--- src/rtl/ltc_dac_array_ctrl.sv ---
// SPI write controller for an array of LTC2612 DACs on the lclk domain.
// Queues commands in a small FIFO and emits one CS-framed write per entry, to one chip or broadcast.
module ltc_dac_array_ctrl #(
  parameter int N_DAC      = 2,
  parameter int SEL_W      = 4,
  parameter int FRAME_BITS = 24,
  parameter int FIFO_DEPTH = 4,
  parameter int SCK_HALF   = 150,
  parameter int CS_SETUP   = 150,
  parameter int CS_HOLD    = 150,
  parameter int CS_GAP     = 150
) (
  input  logic                          clk,
  input  logic                          rst_n,
  input  logic                          cmd_valid,
  output logic                          cmd_ready,
  input  logic                          cmd_bcast,
  input  logic [SEL_W-1:0]              cmd_sel,
  input  logic [FRAME_BITS-1:0]         cmd_data,
  output logic [$clog2(FIFO_DEPTH):0]   fifo_count,
  output logic                          busy,
  output logic                          done,
  output logic                          err,
  output logic [N_DAC-1:0]              dac_csn,
  output logic                          dac_sck,
  output logic                          dac_sdi
);

  localparam int AW   = $clog2(FIFO_DEPTH);
  localparam int CW   = AW + 1;
  localparam int EW   = 1 + SEL_W + FRAME_BITS;
  localparam int T01  = (SCK_HALF > CS_SETUP) ? SCK_HALF : CS_SETUP;
  localparam int T23  = (CS_HOLD > CS_GAP) ? CS_HOLD : CS_GAP;
  localparam int TMAX = (T01 > T23) ? T01 : T23;
  localparam int TW   = $clog2(TMAX + 1);
  localparam int BW   = (FRAME_BITS > 1) ? $clog2(FRAME_BITS) : 1;

  localparam logic [TW-1:0]  T_SETUP = TW'(CS_SETUP - 1);
  localparam logic [TW-1:0]  T_HALF  = TW'(SCK_HALF - 1);
  localparam logic [TW-1:0]  T_HOLD  = TW'(CS_HOLD - 1);
  localparam logic [TW-1:0]  T_GAP   = TW'(CS_GAP - 1);
  localparam logic [SEL_W:0] N_DAC_L = (SEL_W + 1)'(N_DAC);

  typedef enum logic [2:0] {IDLE, SETUP, SHIFT_HI, SHIFT_LO, HOLD, GAP} state_t;

  logic [EW-1:0]         mem [FIFO_DEPTH];
  logic [AW-1:0]         wr_ptr, rd_ptr;
  logic [CW-1:0]         count;
  logic                  push, pop;
  logic [EW-1:0]         head;
  logic                  head_bcast, head_bad;
  logic [SEL_W-1:0]      head_sel;
  logic [FRAME_BITS-1:0] head_data;
  logic [N_DAC-1:0]      head_mask;

  state_t                state, state_nxt;
  logic [TW-1:0]         timer, timer_nxt;
  logic [BW-1:0]         bit_cnt, bit_nxt;
  logic [FRAME_BITS-1:0] shreg, shreg_nxt, shreg_sh;
  logic [N_DAC-1:0]      csn_nxt;
  logic                  sck_nxt, sdi_nxt, done_nxt, err_nxt, busy_nxt;

  assign cmd_ready  = (count != CW'(FIFO_DEPTH));
  assign push       = cmd_valid && cmd_ready;
  assign fifo_count = count;

  always_ff @(posedge clk) begin
    if (push) mem[wr_ptr] <= {cmd_bcast, cmd_sel, cmd_data};
  end

  always_ff @(posedge clk or negedge rst_n) begin
    if (!rst_n) begin
      wr_ptr <= '0;
      rd_ptr <= '0;
      count  <= '0;
    end else begin
      if (push) wr_ptr <= wr_ptr + 1'b1;
      if (pop)  rd_ptr <= rd_ptr + 1'b1;
      case ({push, pop})
        2'b10:   count <= count + 1'b1;
        2'b01:   count <= count - 1'b1;
        default: ;
      endcase
    end
  end

  assign head       = mem[rd_ptr];
  assign head_bcast = head[EW-1];
  assign head_sel   = head[FRAME_BITS +: SEL_W];
  assign head_data  = head[FRAME_BITS-1:0];
  // Full-width compare so select bits beyond the chip range flag an error instead of aliasing.
  assign head_bad   = !head_bcast && ({1'b0, head_sel} >= N_DAC_L);

  always_comb begin
    head_mask = '1;
    if (head_bcast) begin
      head_mask = '0;
    end else begin
      for (int i = 0; i < N_DAC; i++) begin
        if (head_sel == SEL_W'(i)) head_mask[i] = 1'b0;
      end
    end
  end

  assign shreg_sh = shreg << 1;

  always_comb begin
    state_nxt = state;
    timer_nxt = timer;
    bit_nxt   = bit_cnt;
    shreg_nxt = shreg;
    csn_nxt   = dac_csn;
    sck_nxt   = dac_sck;
    sdi_nxt   = dac_sdi;
    done_nxt  = 1'b0;
    err_nxt   = 1'b0;
    pop       = 1'b0;
    case (state)
      IDLE: begin
        if (count != '0) begin
          pop = 1'b1;
          if (head_bad) begin
            err_nxt = 1'b1;
          end else begin
            state_nxt = SETUP;
            timer_nxt = T_SETUP;
            bit_nxt   = BW'(FRAME_BITS - 1);
            shreg_nxt = head_data;
            csn_nxt   = head_mask;
            sdi_nxt   = head_data[FRAME_BITS-1];
          end
        end
      end
      SETUP: begin
        if (timer == '0) begin
          state_nxt = SHIFT_HI;
          timer_nxt = T_HALF;
          sck_nxt   = 1'b1;
        end else begin
          timer_nxt = timer - 1'b1;
        end
      end
      SHIFT_HI: begin
        if (timer == '0) begin
          state_nxt = SHIFT_LO;
          timer_nxt = T_HALF;
          sck_nxt   = 1'b0;
          shreg_nxt = shreg_sh;
          sdi_nxt   = shreg_sh[FRAME_BITS-1];
        end else begin
          timer_nxt = timer - 1'b1;
        end
      end
      SHIFT_LO: begin
        if (timer == '0) begin
          if (bit_cnt == '0) begin
            state_nxt = HOLD;
            timer_nxt = T_HOLD;
            sdi_nxt   = 1'b0;
          end else begin
            state_nxt = SHIFT_HI;
            timer_nxt = T_HALF;
            bit_nxt   = bit_cnt - 1'b1;
            sck_nxt   = 1'b1;
          end
        end else begin
          timer_nxt = timer - 1'b1;
        end
      end
      HOLD: begin
        if (timer == '0) begin
          state_nxt = GAP;
          timer_nxt = T_GAP;
          csn_nxt   = '1;
          done_nxt  = 1'b1;
        end else begin
          timer_nxt = timer - 1'b1;
        end
      end
      GAP: begin
        if (timer == '0) state_nxt = IDLE;
        else             timer_nxt = timer - 1'b1;
      end
      default: state_nxt = IDLE;
    endcase
    busy_nxt = (state_nxt != IDLE);
  end

  always_ff @(posedge clk or negedge rst_n) begin
    if (!rst_n) begin
      state   <= IDLE;
      timer   <= '0;
      bit_cnt <= '0;
      shreg   <= '0;
      dac_csn <= '1;
      dac_sck <= 1'b0;
      dac_sdi <= 1'b0;
      done    <= 1'b0;
      err     <= 1'b0;
      busy    <= 1'b0;
    end else begin
      state   <= state_nxt;
      timer   <= timer_nxt;
      bit_cnt <= bit_nxt;
      shreg   <= shreg_nxt;
      dac_csn <= csn_nxt;
      dac_sck <= sck_nxt;
      dac_sdi <= sdi_nxt;
      done    <= done_nxt;
      err     <= err_nxt;
      busy    <= busy_nxt;
    end
  end

endmodule

--- config.mk ---
export PLATFORM = sky130hd
export DESIGN_NAME = ltc_dac_array_ctrl
export DESIGN_NICKNAME = d
export VERILOG_FILES = /design/src/rtl/ltc_dac_array_ctrl.sv
export SDC_FILE = /design/constraint.sdc
export NUM_CORES = 1
export LEC_CHECK = 0
export BUFFER_PORTS_ARGS = -buffer_cell sky130_fd_sc_hd__buf_2
export CORE_AREA = 10 10 132 134
export CTS_CLUSTER_SIZE = 30
export DETAILED_ROUTE_END_ITERATION = 8
export DIE_AREA = 0 0 142 144
export PLACE_DENSITY = 0.65
export SYNTH_ARGS = -nofsm -noshare
export SYNTH_HDL_FRONTEND = slang
export SYNTH_SLANG_ARGS = --single-unit
--- constraint.sdc ---
create_clock -name clk -period 2.65 [get_ports clk]
set_input_delay 0.265 -clock clk [delete_from_list [all_inputs] [get_ports clk]]
set_output_delay 0.265 -clock clk [all_outputs]
set_load 0.02 [all_outputs]
==> impl_metrics.tcl <==
set metrics [dict create \
    slew-limit-headroom 0.552 \
    root_buffer "clkbuf_16" \
    hold_viol_final 0 \
    switching_power_uw 2610 \
    cts_tree "built" \
    area_delta_synth_final_pct 14.1 \
    seq_power_share 0.454 \
    syn_nets 443 \
    worstSetupPathType "reg -> reg" \
    grt_pass1_wl_mm 20.5 \
    hp-class "in -> reg" \
    crit_path_end_kind "flop" \
    post-route-min-period_ns 2.42 \
    core_area_mm2 0.0149 \
    post-place-ws_ns 0.256 \
    numPortBuffers 42 \
    synthArstFlopShare 0.314 \
    p_total_uw 8810 \
    synth_edf_count 116 \
    timing.rr.start "timer[1]$_DFFE_PN0P_" \
    tns_ns 0 \
    layout.nets 502 \
    use_met1 0.167 \
    crit_arrival_ns 2.73 \
    worstMarginPinSlew_ns 0.673 \
    hpwl_mm 7.99 \
    grtUsageTotal 0.129 \
    ys_types 58 \
    synth_area_mm2 0.00707 \
    grt_util_met2 0.199 \
    h-tree-depth 4 \
    post_drt_wl_per_cell_um 18.9 \
    holdWs_ns 0.0534 \
    dpl.cell_count 629 \
    power_frac_clock 0.255 \
    netSwitchingFraction 0.296 \
    busiest_layer "met2" \
    setup_slack_ns 0.227 \
    clk_pin_slew_worst_paths_ns 0.06 \
    antenna_found_initial 0 \
    power_density_mw_per_mm2 1090 \
    p_leak_uw 0.00296 \
    drive_gt1_frac 0.342 \
    via_count 3627 \
    cp.required_ns 2.96 \
    drv_cap 0 \
    slew_violations 0 \
    numCtsBuffers 17 \
    totalWireLength_mm 12.5 \
    gp_congestion 0.850 \
    setup_violations 0 \
    startpoint "timer[1]$_DFFE_PN0P_" \
    insertion_delay_ns 0.43 \
    gr-total-overflow 0 \
    met3_usage 0.0397 \
    fin_crit_sh 0.914 \
    drtIter0Drc 277 \
    die-area_mm2 0.0204 \
    grt_setup_unrepaired "false" \
    synth-seq-area-share 0.681 \
    firstDrtPassIters 4 \
    cts_buffer_depth 2 \
    cts_sinks 169 \
    num_rows 45 \
    synth-warning-count 0 \
    synth_seq_cells 169 \
    cts_resized 0 \
    holdCritStartpoint "cmd_data[10]" \
    max_freq_mhz 413 \
    p_comb_frac 0.292 \
    start_util 0.476 \
    drc 0 \
    worstPathMaxFanout 24 \
    fin_cells 662 \
    syn_inst 402 \
    grt_max_degree 32 \
    finClkSkew_ns 0.00990 \
    outcome "complete, no violations" \
    final_antenna_net_count 0 \
    drt-vias-per-instance 5.48 \
    diodes 0 \
    p_int_uw 6210 \
    peakVddDrop_mv 0.490 \
    startpoint_type "flop" \
    avgSynthCellArea_um2 17.6 \
    ioPinCount 43 \
    synthFlopType "edfxtp_1" \
    die_x_um 142 \
    die_h_um 144 \
    grt_pass1_vias 3784 \
]
## cell families (layout without fill, tap and decap cells)
logic type | count (synthesis) | after routing | share of synthesized area
flops | 169 | 169 | 0.681
simple gates | 77 | 77 | 0.0630
mux | 74 | 74 | 0.171
compound gates | 34 | 34 | 0.0336
buf+inv | 29 | 101 | 0.0227
xor+xnor | 10 | 10 | 0.0124
fa+ha+maj | 9 | 9 | 0.0170
## cells in the mapped netlist (2+ instances only)
master | instances | area share
dfrtp_1 | 51 | 0.18
xor2_1 | 5 | 0.0062
or3_1 | 3 | 0.0027
clkbuf_1 | 7 | 0.0037
edfxtp_1 | 116 | 0.49
and3_1 | 5 | 0.0044
nor4_2 | 2 | 0.0035
nand3_1 | 6 | 0.0042
nand2b_1 | 2 | 0.0018
a22o_1 | 2 | 0.0025
mux2_4 | 19 | 0.040
mux4_1 | 3 | 0.011
nor2b_1 | 2 | 0.0018
a31oi_1 | 5 | 0.0044
nand2_1 | 17 | 0.0090
mux4_2 | 23 | 0.073
nor3b_1 | 2 | 0.0021
xnor2_1 | 5 | 0.0062
buf_6 | 2 | 0.0032
mux2i_1 | 2 | 0.0028
dfstp_2 | 2 | 0.0074
nor4b_1 | 2 | 0.0025
o21ai_0 | 4 | 0.0028
and2_1 | 2 | 0.0018
ha_1 | 8 | 0.014
buf_12 | 2 | 0.0057
buf_2 | 3 | 0.0021
a21oi_1 | 10 | 0.0071
or4_1 | 3 | 0.0032
mux2_2 | 27 | 0.043
nor4_1 | 2 | 0.0018
nor2_1 | 19 | 0.010
inv_1 | 14 | 0.0074
## flip-flops by register name, indices dropped and copies added, names as in the netlist, 2 cells and up
| signal | flops |
|---|---|
| dac_csn | 2 |
| wr_ptr | 2 |
| state | 3 |
| mem | 116 |
| rd_ptr | 2 |
| shreg | 23 |
| fifo_count | 3 |
| bit_cnt | 5 |
| timer | 8 |
## power groups by stage
| stage | Clock, µW | Combinational [µW] | Sequential, µW |
|---|---|---|---|
| 3_3_place_gp | 0 | 2560 | 4010 |
| 6_report | 2240 | 2570 | 4000 |
| 5_1_grt | 2420 | 2830 | 4080 |
| 4_1_cts | 2300 | 2630 | 4000 |
| 2_1_floorplan | 0 | 2000 | 3960 |
| 3_5_place_dp | 0 | 2630 | 4040 |
## layout make-up
| class | instances | area (µm²) |
|---|---|---|
| clock inverter | 13 | 106 |
| timing repair buffer | 55 | 323 |
| inverter | 14 | 52.6 |
| multi-input combinational | 204 | 2100 |
| clock buffer | 19 | 433 |
| tap | 188 | 235 |
| fill | 1185 | 6800 |
| sequential | 169 | 4810 |
## routing by layer
metal	routed length, µm	vias to the layer above
met5	0	-
met4	206	0
met3	510	18
met2	6060	63
met1	5760	1876
li1	-	1670
## critical path, stage by stage, from the launching register on
cell and delay (ns):
dfrtp_1 0.38, inv_1 0.08, ha_1 0.23, or3b_2 0.51, nor2_1 0.28, a22o_1 0.24
buf_12 0.21, mux2_2 0.36
## worst paths after layout
check | to | slack [ns] | cells past startpoint
worst max-delay path | shreg[3]$_DFFE_PN0P_ | 0.23 | 7
worst min-delay path | mem[2][10]$_DFFE_PP_ | 0.05 | 1
worst max register to register | shreg[3]$_DFFE_PN0P_ | 0.23 | 7
worst min register to register | fifo_count[2]$_DFFE_PN0P_ | 0.50 | 1
max in group asynchronous | state[1]$_DFF_PN0_ | 1.53 | 3
min in group asynchronous | timer[5]$_DFFE_PN0P_ | 0.42 | 2
## per-stage QoR
step | utilization | area, µm²
floorplan | - | 7070
global placement | 0.506 | 7520
detailed placement | 0.506 | 7520
CTS | 0.543 | 8070
global route | 0.543 | 8070
finish | 0.543 | 8070
## repair_timing
action / CTS / global route
buffers inserted: 0 / 0
hold endpoints to repair: 27 / 0
hold buffers: 1 / 0
## cell usage in the layout (no fill, tap or decap), drive strengths merged, types with 6 or more instances in the layout
cell and count:
a21oi 10, buf 54, clkbuf 19, clkinv 7, dfrtp 51, edfxtp 116
ha 8, inv 14, mux2 46, mux4 26, nand2 17, nand3 6
nor2 19
(Power assumes the default switching activity.)
